===== config.mk =====
export PLATFORM = sky130hd
export DESIGN_NAME = counting_arbiter_flat
export DESIGN_NICKNAME = d
export VERILOG_FILES = /design/src/rtl/counting_arbiter_if.sv /design/src/rtl/counting_arbiter.sv /design/src/flat_wrapper.sv
export SDC_FILE = /design/constraint.sdc
export NUM_CORES = 1
export LEC_CHECK = 0
export ABC_AREA = 1
export BUFFER_PORTS_ARGS = -buffer_cell sky130_fd_sc_hd__buf_2
export CORE_MARGIN = 2
export CORE_UTILIZATION = 42
export DETAILED_ROUTE_END_ITERATION = 7
export PLACE_DENSITY = 0.64
export REMOVE_ABC_BUFFERS = 1
export SETUP_SLACK_MARGIN = 0.15
export SYNTH_ARGS = -nofsm -noshare
export SYNTH_HDL_FRONTEND = slang
export SYNTH_SLANG_ARGS = --single-unit
export TNS_END_PERCENT = 1

===== constraint.sdc =====
create_clock -name clk -period 4.5 [get_ports clk]
set_clock_uncertainty 0.1 [all_clocks]
set_input_delay 0.225 -clock clk [delete_from_list [all_inputs] [get_ports clk]]
set_output_delay 0.225 -clock clk [all_outputs]
set_load 0.02 [all_outputs]

===== src/rtl/counting_arbiter_if.sv =====
// Channel-side bundle for counting_arbiter: symbol requests from the sources,
// the symbol/answer pair of the shared detector, and per-channel grant/hit.
interface counting_arbiter_if #(
    parameter int N_REQ = 4
);
    logic [N_REQ-1:0]   req;
    logic [2*N_REQ-1:0] sym;
    logic [N_REQ-1:0]   last;
    logic [N_REQ-1:0]   grant;
    logic [1:0]         num;
    logic               ans_in;
    logic [N_REQ-1:0]   hit;

    // Symbol sources and detector.
    modport master (
        output req, sym, last, ans_in,
        input  grant, num, hit
    );

    // The arbiter.
    modport slave (
        input  req, sym, last, ans_in,
        output grant, num, hit
    );
endinterface


===== src/rtl/counting_arbiter.sv =====
// Round-robin burst arbiter sharing one counting detector among N_REQ sources;
// flushes the detector between bursts and routes each ans pulse back to its source.
module counting_arbiter #(
    parameter int N_REQ     = 4,
    parameter int MAX_BURST = 16,
    parameter int ANS_LAT   = 1
) (
    input  logic              clk,
    input  logic              reset,
    counting_arbiter_if.slave bus
);
    localparam int ID_W  = $clog2(N_REQ);
    localparam int CNT_W = $clog2(MAX_BURST + 1);
    localparam logic [CNT_W-1:0] CNT_LAST = CNT_W'(MAX_BURST - 1);

    typedef enum logic [1:0] {
        FLUSH = 2'd0,
        IDLE  = 2'd1,
        BURST = 2'd2
    } state_t;

    typedef struct packed {
        logic            valid;
        logic [ID_W-1:0] owner;
    } tag_t;

    state_t           state;
    logic [ID_W-1:0]  owner;
    logic [ID_W-1:0]  rr_ptr;
    logic [ID_W-1:0]  next_ptr;
    logic [CNT_W-1:0] burst_cnt;
    logic [N_REQ-1:0] grant_q;
    logic [1:0]       num_q;
    tag_t             num_tag;
    tag_t             tail;

    logic             pick_found;
    logic [ID_W-1:0]  pick;
    logic [ID_W-1:0]  cand;
    logic [1:0]       sym_g;
    logic             req_g;
    logic             last_g;
    logic [N_REQ-1:0] hit_c;

    // First requester at or after rr_ptr, wrapping.
    // NOTE: every always_comb output gets a default first, so no path leaves a latch.
    always_comb begin
        pick_found = 1'b0;
        pick       = '0;
        cand       = '0;
        for (int k = 0; k < N_REQ; k++) begin
            cand = (int'(rr_ptr) + k >= N_REQ) ? ID_W'(int'(rr_ptr) + k - N_REQ)
                                               : ID_W'(int'(rr_ptr) + k);
            if (!pick_found && bus.req[cand]) begin
                pick_found = 1'b1;
                pick       = cand;
            end
        end
    end

    assign next_ptr = (owner == ID_W'(N_REQ - 1)) ? '0 : owner + 1'b1;
    assign sym_g    = bus.sym[{owner, 1'b0} +: 2];
    assign req_g    = bus.req[owner];
    assign last_g   = bus.last[owner];

    // NOTE: all state here updates with <= so every branch sees pre-edge values.
    always_ff @(posedge clk) begin
        if (reset) begin
            state     <= FLUSH;
            owner     <= '0;
            rr_ptr    <= '0;
            burst_cnt <= '0;
            grant_q   <= '0;
            num_q     <= '0;
            num_tag   <= '0;
        end else begin
            num_tag <= '0;
            case (state)
                FLUSH: begin
                    num_q   <= '0;
                    grant_q <= '0;
                    state   <= IDLE;
                end

                IDLE: begin
                    num_q <= '0;
                    if (pick_found) begin
                        owner     <= pick;
                        grant_q   <= N_REQ'(1) << pick;
                        burst_cnt <= '0;
                        state     <= BURST;
                    end
                end

                BURST: begin
                    if (req_g) begin
                        num_q     <= sym_g;
                        num_tag   <= {1'b1, owner};
                        burst_cnt <= burst_cnt + 1'b1;
                        if (last_g || burst_cnt == CNT_LAST) begin
                            grant_q <= '0;
                            rr_ptr  <= next_ptr;
                            state   <= FLUSH;
                        end
                    end else begin
                        // Hole: the zero on num also flushes the detector.
                        num_q   <= '0;
                        grant_q <= '0;
                        rr_ptr  <= next_ptr;
                        state   <= FLUSH;
                    end
                end

                default: begin
                    num_q   <= '0;
                    grant_q <= '0;
                    state   <= FLUSH;
                end
            endcase
        end
    end

    // Owner tags follow num through the detector latency so late answers still
    // reach the channel whose symbol produced them, even after the burst ended.
    generate
        if (ANS_LAT == 0) begin : g_direct
            assign tail = num_tag;
        end else begin : g_pipe
            tag_t pipe [ANS_LAT];

            // NOTE: the tag pipeline is reset so stale tags cannot credit a hit after reset.
            always_ff @(posedge clk) begin
                if (reset) begin
                    for (int i = 0; i < ANS_LAT; i++) pipe[i] <= '0;
                end else begin
                    pipe[0] <= num_tag;
                    for (int i = 1; i < ANS_LAT; i++) pipe[i] <= pipe[i-1];
                end
            end

            assign tail = pipe[ANS_LAT-1];
        end
    endgenerate

    always_comb begin
        hit_c = '0;
        if (bus.ans_in && tail.valid) hit_c[tail.owner] = 1'b1;
    end

    assign bus.grant = grant_q;
    assign bus.num   = num_q;
    assign bus.hit   = hit_c;
endmodule


===== src/flat_wrapper.sv =====
// flat-port wrapper written by rule: the top's interface ports become plain ports
module counting_arbiter_flat 
#(
    parameter int N_REQ     = 4,
    parameter int MAX_BURST = 16,
    parameter int ANS_LAT   = 1
)
  (clk, reset, bus_req, bus_sym, bus_last, bus_ans_in, bus_grant, bus_num, bus_hit);
  counting_arbiter_if #(.N_REQ(N_REQ)) bus_i ();
  input  logic clk;
  input  logic reset;
  input wire logic [$bits(bus_i.req)-1:0] bus_req;
  input wire logic [$bits(bus_i.sym)-1:0] bus_sym;
  input wire logic [$bits(bus_i.last)-1:0] bus_last;
  input wire logic [$bits(bus_i.ans_in)-1:0] bus_ans_in;
  output wire logic [$bits(bus_i.grant)-1:0] bus_grant;
  output wire logic [$bits(bus_i.num)-1:0] bus_num;
  output wire logic [$bits(bus_i.hit)-1:0] bus_hit;
  assign bus_i.req = bus_req;
  assign bus_i.sym = bus_sym;
  assign bus_i.last = bus_last;
  assign bus_i.ans_in = bus_ans_in;
  assign bus_grant = bus_i.grant;
  assign bus_num = bus_i.num;
  assign bus_hit = bus_i.hit;
  counting_arbiter #(.N_REQ(N_REQ), .MAX_BURST(MAX_BURST), .ANS_LAT(ANS_LAT)) u_core (.clk(clk), .reset(reset), .bus(bus_i));
endmodule

# Yosys cells after proc, flatten, opt, wreduce, memory -nomap -nowiden
# Memory sizes are Yosys's and may differ from the RTL's.
# Index checks and enable logic that the tools add are counted.
[word_totals]
reg_bits = 20
latchBits = 0
ram_bits = 3
mem_bits_ro = 0
input_bits = 19
out_inout_bits = 10
word_cells = 106
memories = 1
[classes]
addsub = 9
mul = 0
div_mod_pow = 0
n_lt_le_gt_ge = 11
n_eq_ne = 8
shift = 2
muxes = 47
bitwise_logic = 2
reduce_logical = 18
[mem_list]
columns = ["memory", "depth", "width", "rd", "rd_ports_with_merged_regs", "wr", "line_no", "rtl"]
rows = [
  ["u_core.g_pipe.pipe", 1, 3, 1, 0, 1, "counting_arbiter.sv:129", "tag_t pipe [ANS_LAT];"],
]
[ops]
columns = ["operator", "n"]
rows = [
  ["$mux W2", 14],
  ["$lt A2 B3 Y1 const B", 6],
  ["$mux W4", 4],
  ["$mux W1", 15],
  ["$bmux W1 S2", 6],
  ["$mux W5", 2],
  ["$pmux W5 S2", 1],
  ["$ge A3 B3 Y1 const B", 3],
  ["$pmux W4 S2", 1],
  ["$shiftx A8 B4 Y2", 1],
  ["$sub A2 B1 Y2 const B", 4],
  ["$add A2 B2 Y3 const B", 2],
  ["$mux W3", 2],
  ["$pmux W2 S3", 1],
  ["$reduce_and A2 Y1", 3],
  ["$reduce_or A3 Y1", 2],
  ["$add A5 B1 Y5 const B", 1],
  ["$eq A5 B4 Y1 const B", 1],
  ["$logic_and A1 B1 Y1", 5],
  ["$eq A2 B2 Y1 const B", 2],
  ["$ne A2 B1 Y1 const B", 2],
  ["$shl A1 B2 Y4 const A", 1],
  ["$add A2 B1 Y3 const B", 1],
  ["$ge A2 B3 Y1 const B", 1],
  ["13 further kinds", 16],
]

# Depth between registers and ports, before layout
# Gate-level depths: netlist of run 1.
[logic_depth]
word_depth = 17
depth_mapped = 12
depth_no_buf = 12

# Least setup slack after synthesis of run 1
# No wires, ideal clock.
[synth_path]
path_kind = "flip-flop to flip-flop"
startpoint = "reg u_core.rr_ptr[0]"
endpoint = "reg u_core.owner[1]"
setup_ns = 0.119
arrival_time_ns = 1.292
slack_ns = 2.988
path_stages_with_launch = 11
cell_sequence = "dfxtp_1 > buf_6 > nand2_1 > nand3_2 > nand2_2 > nor2_8 > nand3_4 > nand2_4 > inv_1 > o21ai_0 > a21oi_1"
[synth_via]
elab_chain_len = 15
elab_cells_between_ends = 38
classes_between = "7 x add/sub; 4 x order compare; 20 x mux; 7 x reduce/logical"
[synth_rtl]
columns = ["item", "line_no", "rtl"]
rows = [
  ["from (decl)", "counting_arbiter.sv:29", "logic [ID_W-1:0] rr_ptr;"],
  ["from (signal assigned)", "counting_arbiter.sv:102", "rr_ptr <= next_ptr;"],
  ["from (signal assigned)", "counting_arbiter.sv:109", "rr_ptr <= next_ptr;"],
  ["parallel branches: the longest is 15 deep, another holds $add A2 B1 Y3", "n/a", ""],
  ["to (signal assigned)", "counting_arbiter.sv:88", "owner <= pick;"],
  ["to (decl)", "counting_arbiter.sv:28", "logic [ID_W-1:0] owner;"],
]
# Several ways; the timed one is not identified. The select of a mux whose other input is x is not followed.
# A chain may end at the register's enable or synchronous reset.

# Worst setup path in the final report of run 1
[layout_path]
startpoint = "reg u_core.rr_ptr[0]"
endpoint = "reg u_core.grant_q[1], in the netlist u_core.bus.grant[1]"
[layout_via]
elab_chain_len = 17
elab_cells_between_ends = 42
classes_between = "7 x add/sub; 4 x order compare; 1 x eq/ne; 1 x shift; 22 x mux; 7 x reduce/logical"
[layout_rtl]
columns = ["item", "line_no", "rtl"]
rows = [
  ["parallel branches: the longest is 17 deep, another holds $add A2 B1 Y3", "n/a", ""],
  ["to (signal assigned)", "counting_arbiter.sv:89", "grant_q <= N_REQ'(1) << pick;"],
  ["to (decl)", "counting_arbiter.sv:32", "logic [N_REQ-1:0] grant_q;"],
]
# Several ways; the timed one is not identified. The select of a mux whose other input is x is not followed.

==> results.toml, run 1 <==
[route]
totalWireLength_um = 2830
dr.first_iter.drc_count = 60
routed_via_density = 4.66
ant_nets = 0
remaining_drc_errors = 0
detail_routed_net_length_per_standard_cell_um = 10.6
route.vias.total = 1249
drt_pass_1_iters = 4

[worst_setup_path]
critPathArrivalTime_ns = 2.05
required_time_reported_for_the_critical_path_endpoint_ns = 4.66
criticalPathCategory = "reg2reg"
cp-start-kind = "register"
cp-end-kind = "register"
worst_path_fanout_max = 11
r2r.worst_path.cells = 10

[global_routing]
gr-usage-all-layers_pct = 16.9
grt_antenna_before_repair = 0
global_route.overflow_total = 0
grt_max_degree = 16
grt_first_pass_wirelength_um = 4690
vias_in_the_first_global_route = 1109

[sta]
final.setup.tns_ns = 0
post-route-period-util_pct = 41.8
setup_viol_count_final = 0
timing.final.crit_period_ns = 1.88
timing.max_slew.rel_slack_pct = 70.0
fmaxAchievable_ghz = 0.531
maxSlewViolCount = 0
timing_hold_violations_final = 0
pin_slew_with_the_least_headroom_to_its_limit_ns = 0.449
grt_setup_unrepaired = "false"
fin_worst_hold_slack_ns = 0.0711
finalWorstSetupSlack_ns = 2.62

[synthesis]
yosysSeqAreaShare_pct = 34.4
synth-seq-cells = 23
netlist.area_leader.share_pct = 34.4
synth-warning-count = 0
ys_dominant_reg_cell = "dfxtp_1"
synth_top_cells_by_count = "47 x nand2_1, 24 x inv_1, 23 x dfxtp_1, 23 x nor2_1, 14 x a21oi_1"
synth_area_per_cell_um2 = 6.86
synthDominantAreaCellType = "dfxtp_1"
netlist_instances = 195
yosys.cell_count.top_type = "nand2_1"
synth_edf_count = 0
synth_top_cells_by_area = "dfxtp_1 34%, nand2_1 13%, inv_1 6.7%, nor2_1 6.5%, a21oi_1 5.2%"
ys_async_sr_fraction_pct = 0
synthDistinctLibCells = 29
synthesis.area_um2 = 1340

[clock_network]
clockBufferDepth = 2
cts_root_buf = "clkbuf_4"
cts_tree = "built"
post-cts-setup-buffers = 0
postCtsResizedCells = 0
clkTransAtPathRegs_ns = 0.13
ctsHoldBuffers = 0
clk_latency_ns = 0.32
cts_buffers = 3
htree_levels = 1
clock_sinks = 23

[placed_design]
placement.io_buffers = 28
placement.cell_area_um2 = 1510
post-place-cells = 264
dp_hpwl_um = 2230
gp_congestion = 0.859
post-place-ws_ns = 2.63

[cells_and_area]
post-route-util_pct = 50.4
antenna_cells = 0
final-instance-count-excl-fill = 268
layout-drive-gt1-share_pct = 25.9
layout_filler_cell_count = 335
syn2layout_area_growth_pct = 15.0
post_route_design_area_um2 = 1540
layout.nets = 247

[die]
initial_utilization_pct = 43.8
floorplan.die_area_um2 = 3650
placeable_core_region_um2 = 3050
die_w_um = 60.4
io-pin-count = 29
placement_rows = 20
chipHeight_um = 60.4

[flow_run]
timing.max_cap.violations = 0

[min_path]
worst_hold_path_type = "in2reg"
hold_path_depth = 3

[pwr]
power-per-cell-area_nw_per_um2 = 324
ir_worst_vdd_mv = 0.103
leakage_dissipation_nw = 0.716
p_total_mw = 0.498

[run_status]
outcome = "finished clean"
## metal layers
layer | wire length, um | track usage [%] | vias to the layer above
li1 | - | - | 676
met1 | 1360 | 20.9 | 537
met2 | 1300 | 29.8 | 32
met3 | 144 | 3.41 | 4
met4 | 25 | 4.66 | 0
met5 | 0 | 0 | -
## cell families (layout without fill, tap and decap cells)
logic type / after synthesis / count (layout) / synth area share [%]
fa+ha+maj: 3 / 3 / 2.81
compound gates: 33 / 33 / 14.4
flops: 23 / 23 / 34.4
simple gates: 104 / 104 / 38.2
xor+xnor: 1 / 1 / 0.655
buf+inv: 31 / 60 / 9.54
## critical path, stage by stage (launching register included)
cell and delay, ns:
dfxtp_1 0.55, inv_2 0.15, nand2_1 0.11, nand2_2 0.07, o21ai_1 0.21, inv_1 0.10, nand3_4 0.11, nand2_4 0.09
nor2_4 0.13, nand2_1 0.08, a21oi_2 0.11
## area by class of cell
cell class | instances | area [um^2] | area share (%)
Multi-Input combinational cell | 141 | 749 | 48.7
Sequential cell | 23 | 460 | 29.9
Timing Repair Buffer | 28 | 140 | 9.11
Inverter | 28 | 105 | 6.83
Tap cell | 44 | 55.1 | 3.58
Clock buffer | 3 | 22.5 | 1.46
Clock inverter | 1 | 5.00 | 0.325
## flip-flops by register name (all words and copies together), names as in the netlist
name,cells
u_core.burst_cnt,5
u_core.bus.grant,4
u_core.bus.num,2
u_core.g_pipe.pipe,3
u_core.num_tag,3
u_core.owner,2
u_core.rr_ptr,2
u_core.state,2
## where the power goes
part	switching (mW)	internal, mW
Combinational	0.108	0.0567
Clock	0.0668	0.0333
Sequential	0.0172	0.216
Total	0.192	0.306
## path summary, 6_finish.rpt
| kind | slack (ns) | end | from |
|---|---|---|---|
| worst max-delay path | 2.62 | u_core.bus.grant[1] | u_core.rr_ptr[0] |
| worst max register to register | 2.62 | u_core.bus.grant[1] | u_core.rr_ptr[0] |
| worst min-delay path | 0.07 | u_core.bus.num[1] | bus_sym[7] |
| worst min register to register | 0.32 | u_core.g_pipe.pipe[0][2] | u_core.num_tag[2] |
## layout by cell type, fill, tap and decap left out, types with 8 or more instances in the layout
cell and count:
nand2_1 47, buf_2 28, inv_1 24, nor2_1 23
dfxtp_1 23, a21oi_1 14, nand3_1 11, nand2_2 8
o21ai_0 8
Note: power is estimated with default switching activity, not from simulation.
==> run 2, diff against run 1 <==
==> constraint.sdc (replaced) <==
create_clock -name clk -period 1.9 [get_ports clk]
set_clock_uncertainty 0.1 [all_clocks]
set_input_delay 0.095 -clock clk [delete_from_list [all_inputs] [get_ports clk]]
set_output_delay 0.095 -clock clk [all_outputs]
set_load 0.02 [all_outputs]
==> run 2 against run 1 <==
Maximum frequency is 16% higher. Global-route usage rose by 1.5 points. Critical path depth down 1.
==> results.toml, run 2 (synthesized netlist as in run 1, its figures left out) <==
[placed_design]
placement.io_buffers = 28
gp_congestion = 0.838
dp_hpwl_um = 2320
post-place-cells = 270

[sta]
timing.max_slew.rel_slack_pct = 78.7
setup_viol_count_final = 0
post-route-period-util_pct = 85.4
grt_setup_unrepaired = "true"
timing_hold_violations_final = 0
pin_slew_with_the_least_headroom_to_its_limit_ns = 0.319
fmaxAchievable_ghz = 0.616
maxSlewViolCount = 0
final.setup.tns_ns = 0
timing.final.crit_period_ns = 1.62

[route]
detail_routed_net_length_per_standard_cell_um = 10.5
route.vias.total = 1300
drt_pass_1_iters = 4
totalWireLength_um = 2930
routed_via_density = 4.66
remaining_drc_errors = 0
dr.first_iter.drc_count = 43
ant_nets = 0

[die]
die_w_um = 60.4
placeable_core_region_um2 = 3050
io-pin-count = 29
chipHeight_um = 60.4
floorplan.die_area_um2 = 3650
placement_rows = 20
initial_utilization_pct = 43.8

[worst_setup_path]
worst-r2r-setup-slack_ns = 0.28
cp-start-kind = "register"
r2r.worst_path.cells = 9
worst_r2r_startpoint = "u_core.burst_cnt[0]"
critPathArrivalTime_ns = 1.79
cp-end-kind = "register"
regToRegEndpoint = "u_core.bus.grant[3]"
worst_path_fanout_max = 4
criticalPathCategory = "reg2reg"
worst_setup_path_startpoint = "u_core.burst_cnt[0]"
required_time_reported_for_the_critical_path_endpoint_ns = 2.06

[global_routing]
grt_antenna_before_repair = 0
gr-usage-all-layers_pct = 18.4
grt_first_pass_wirelength_um = 5040
grt_max_degree = 16
vias_in_the_first_global_route = 1218
global_route.overflow_total = 0

[clock_network]
cts_root_buf = "clkbuf_4"
clockBufferDepth = 2
cts_buffers = 3
clock_sinks = 23
clkTransAtPathRegs_ns = 0.13
htree_levels = 1
clk_latency_ns = 0.31
cts_tree = "built"

[pwr]
leakage_dissipation_nw = 0.770
power-per-cell-area_nw_per_um2 = 738
p_total_mw = 1.22
ir_worst_vdd_mv = 0.409

[cells_and_area]
registers.top_by_ff_count = "u_core.burst_cnt"
layout_filler_cell_count = 322
layout-drive-gt1-share_pct = 31.9
post-route-util_pct = 54.1
layout_common_cells = "45 x nand2_1, 28 x buf_2, 23 x inv_1, 23 x nor2_1, 18 x dfxtp_1"
final-instance-count-excl-fill = 279
final_common_cell = "nand2_1"
layout.nets = 258
largest_register_ff_count = 5
antenna_cells = 0
syn2layout_area_growth_pct = 23.6

[min_path]
hold-path-endpoint = "u_core.g_pipe.pipe[0][2]"
min_from = "reset"
hold_path_depth = 2
worst_hold_path_type = "in2reg"

[flow_run]
timing.max_cap.violations = 0

[run_status]
outcome = "finished clean"
-- run 2: power breakdown --
| group | total, mW | switching, mW | leakage [nW] | internal, mW |
|---|---|---|---|---|
| clock network | 0.229 | 0.150 | 0.0177 | 0.0788 |
| logic | 0.445 | 0.277 | 0.563 | 0.169 |
| registers | 0.546 | 0.0322 | 0.189 | 0.514 |
| total | 1.22 | 0.459 | 0.770 | 0.762 |
-- run 2: cell type report --
class | count | area [um^2] | area share [%]
Timing Repair Buffer | 39 | 233 | 14.1
Clock inverter | 1 | 5.00 | 0.303
Tap cell | 44 | 55.1 | 3.33
Multi-Input combinational cell | 141 | 761 | 46.0
Clock buffer | 3 | 22.5 | 1.36
Sequential cell | 23 | 469 | 28.4
Inverter | 28 | 108 | 6.51
-- run 2: worst max path at each step --
stage                     endpoint  slack [ns]  cells past startpoint
2_1_floorplan      u_core.owner[1]        0.27                     11
3_3_place_gp       u_core.owner[1]         0.1                     11
3_5_place_dp       u_core.owner[1]        0.08                     11
4_1_cts        u_core.bus.grant[3]        0.15                      9
5_1_grt            u_core.owner[1]        0.13                     10
6_report       u_core.bus.grant[3]        0.28                      9
-- run 2: worst max-delay path, stage by stage (launching register included) --
cell and delay, ns:
dfxtp_2 0.36, ha_1 0.20, nand2_1 0.09, nor2_1 0.05, ha_2 0.18, a21oi_2 0.17
nand2_2 0.09, o21ai_2 0.10, nand2_1 0.10, a21oi_2 0.13
-- run 2: repair_timing --
item | CTS | global route
hold buffers | 4 | 0
buffers inserted | 0 | 1
setup endpoints to repair | 11 | 15
pin swaps | 0 | 1
endpoints found under the hold margin | 2 | 0
gates resized for setup | 1 | 12
-- run 2: routing by layer --
layer / global-route usage (%) / wire length, um
met5: 0 / 0
met1: 21.4 / 1330
met2: 32.9 / 1440
met4: 6.21 / 40
met3: 4.48 / 120
-- run 2: per-stage QoR --
stage / instance area [um^2] / hold WS (ns) / worst slack, ns
final: 1650 / 0.0325 / 0.277
after global routing: 1650 / 0.0312 / 0.134
after CTS: 1620 / 0.0350 / 0.149
after detailed placement: 1560 / 0.293 / 0.0794
after global placement: 1560 / 0.291 / 0.0961
after floorplan: 1320 / 0.0574 / 0.275
==> run 3, diff against run 2 <==
--- a/config.mk
+++ b/config.mk
@@ -9,7 +9,10 @@
 export BUFFER_PORTS_ARGS = -buffer_cell sky130_fd_sc_hd__buf_2
 export CORE_MARGIN = 2
 export CORE_UTILIZATION = 42
+export CTS_BUF_LIST = sky130_fd_sc_hd__clkbuf_8 sky130_fd_sc_hd__clkbuf_16
+export CTS_CLUSTER_SIZE = 14
 export DETAILED_ROUTE_END_ITERATION = 7
+export MAX_ROUTING_LAYER = met4
 export PLACE_DENSITY = 0.64
 export REMOVE_ABC_BUFFERS = 1
 export SETUP_SLACK_MARGIN = 0.15
==> run 3 against run 2 <==
Total power grew 6.7%. Routed wire length grew 0.78%. Count of clock-buffer cells in the layout is the same. Setup slack lost 0.023 ns. Combinational power grew 2%. Sequential share of layout area grew 0.065 points. Sequential power is essentially flat.
==> results.toml, run 3 (synthesized netlist as in run 1, its figures left out) <==
[die]
io-pin-count = 29
die_w_um = 60.4
initial_utilization_pct = 43.8
placement_rows = 20
chipHeight_um = 60.4
placeable_core_region_um2 = 3050
floorplan.die_area_um2 = 3650

[worst_setup_path]
worst_setup_path_startpoint = "u_core.burst_cnt[0]"
required_time_reported_for_the_critical_path_endpoint_ns = 2.00
worst_path_fanout_max = 4
cp-start-kind = "register"
cp-end-kind = "register"
worst-r2r-setup-slack_ns = 0.25
regToRegEndpoint = "u_core.bus.grant[3]"
criticalPathCategory = "reg2reg"
timing.critical_path.to = "u_core.bus.grant[3]"
critPathArrivalTime_ns = 1.75
r2r.worst_path.cells = 9
worst_r2r_startpoint = "u_core.burst_cnt[0]"

[sta]
maxSlewViolCount = 0
timing.final.crit_period_ns = 1.65
pin_slew_with_the_least_headroom_to_its_limit_ns = 0.312
finalWorstSetupSlack_ns = 0.254
post-route-period-util_pct = 86.6
final.setup.tns_ns = 0
fmaxAchievable_ghz = 0.607
timing.max_slew.rel_slack_pct = 79.2
timing_hold_violations_final = 0
grt_setup_unrepaired = "true"
setup_viol_count_final = 0

[flow_run]
timing.max_cap.violations = 0

[placed_design]
gp_congestion = 0.851
dp_hpwl_um = 2320
post-place-cells = 270
placement.io_buffers = 28
post-place-ws_ns = 0.0794

[route]
route.vias.total = 1270
detail_routed_net_length_per_standard_cell_um = 10.7
routed_via_density = 4.62
remaining_drc_errors = 0
dr.first_iter.drc_count = 30
totalWireLength_um = 2960
ant_nets = 0
drt_pass_1_iters = 6

[global_routing]
grt_max_degree = 16
grt_antenna_before_repair = 0
global_route.overflow_total = 0
vias_in_the_first_global_route = 1206
grt_first_pass_wirelength_um = 5080
gr-usage-all-layers_pct = 18.8

[cells_and_area]
layout.nets = 254
registers.top_by_ff_count = "u_core.burst_cnt"
layout_common_cells = "45 x nand2_1, 28 x buf_2, 23 x inv_1, 23 x nor2_1, 18 x dfxtp_1"
final-instance-count-excl-fill = 275
layout-drive-gt1-share_pct = 32.5
multiInputGateArea_um2 = 778
antenna_cells = 0
seqCellArea_um2 = 469
largest_register_ff_count = 5
post-route-util_pct = 54.0
layout_filler_cell_count = 322
final_common_cell = "nand2_1"
syn2layout_area_growth_pct = 23.3

[pwr]
internal_power_mw = 0.829
netSwitchingFraction_pct = 36.3
power-per-cell-area_nw_per_um2 = 789
combPwrFrac_pct = 35.0
leakage_dissipation_nw = 0.765
ir_worst_vdd_mv = 0.523
p_clk_share_pct = 23.0
p_total_mw = 1.30
p_seq_share_pct = 42.0
total_switching_power_mw = 0.473

[clock_network]
clk_latency_ns = 0.26
clkTransAtPathRegs_ns = 0.08
ctsHoldBuffers = 0
htree_levels = 1
clock_sinks = 23
cts_root_buf = "clkbuf_8"
cts_buffers = 3
clockBufferDepth = 2
cts_tree = "built"

[run_status]
outcome = "finished clean"

[min_path]
worst_hold_path_type = "in2reg"
-- run 3: worst min path at each step --
stage	cells after the start	start	end
after floorplan	1	reset	u_core.burst_cnt[1]
after global placement	3	bus_sym[6]	u_core.bus.num[0]
after detailed placement	3	bus_sym[6]	u_core.bus.num[0]
after CTS	3	bus_sym[6]	u_core.bus.num[0]
after global routing	3	bus_sym[7]	u_core.bus.num[1]
final	3	bus_sym[6]	u_core.bus.num[0]
-- run 3: repair_timing --
item | 4_1_cts | 5_1_grt
pin swaps | 0 | 1
endpoints found under the setup margin | 11 | 15
setup buffers | 0 | 1
gates resized for setup | 2 | 13
-- run 3: power groups by stage --
| stage | Sequential, mW | Combinational (mW) | Clock (mW) |
|---|---|---|---|
| 4_1_cts | 0.542 | 0.435 | 0.309 |
| 3_5_place_dp | 0.553 | 0.428 | 0 |
| 6_report | 0.546 | 0.456 | 0.300 |
| 2_1_floorplan | 0.561 | 0.296 | 0 |
| 5_1_grt | 0.550 | 0.517 | 0.333 |
| 3_3_place_gp | 0.553 | 0.428 | 0 |
-- run 3: area by class of cell --
type                    count  area share (%)
clock buffers               3            2.50
clock inverters             1           0.303
inverters                  28            6.53
multi-input cells         141            47.2
flip-flops and latches     23            28.5
well taps                  44            3.34
repair buffers             35            11.7
-- run 3: through the flow --
step | instance area (um^2) | hold slack (ns)
6_report | 1650 | 0.0157
5_1_grt | 1650 | 0.0500
4_1_cts | 1610 | 0.0197
3_5_place_dp | 1560 | 0.293
3_3_place_gp | 1560 | 0.291
2_1_floorplan | 1320 | 0.0574
-- run 3: per-layer routing --
metal	GRT usage (%)	routed length, um	up-vias	part of all wire [%]
met4	5.59	29	0	0.98
li1	-	-	692	-
met1	22.0	1330	551	45
met3	4.26	122	4	4.1
met2	32.3	1470	23	50
met5	-	0	-	0
-- run 3: worst max-delay path, stage by stage (launching register included) --
cell and delay [ns]:
dfxtp_2 0.34, ha_1 0.20, nand2_1 0.09, nor2_1 0.05, ha_1 0.20, a21oi_2 0.17
nand2_2 0.11, o21ai_4 0.09, nand2_1 0.10, a21oi_2 0.14
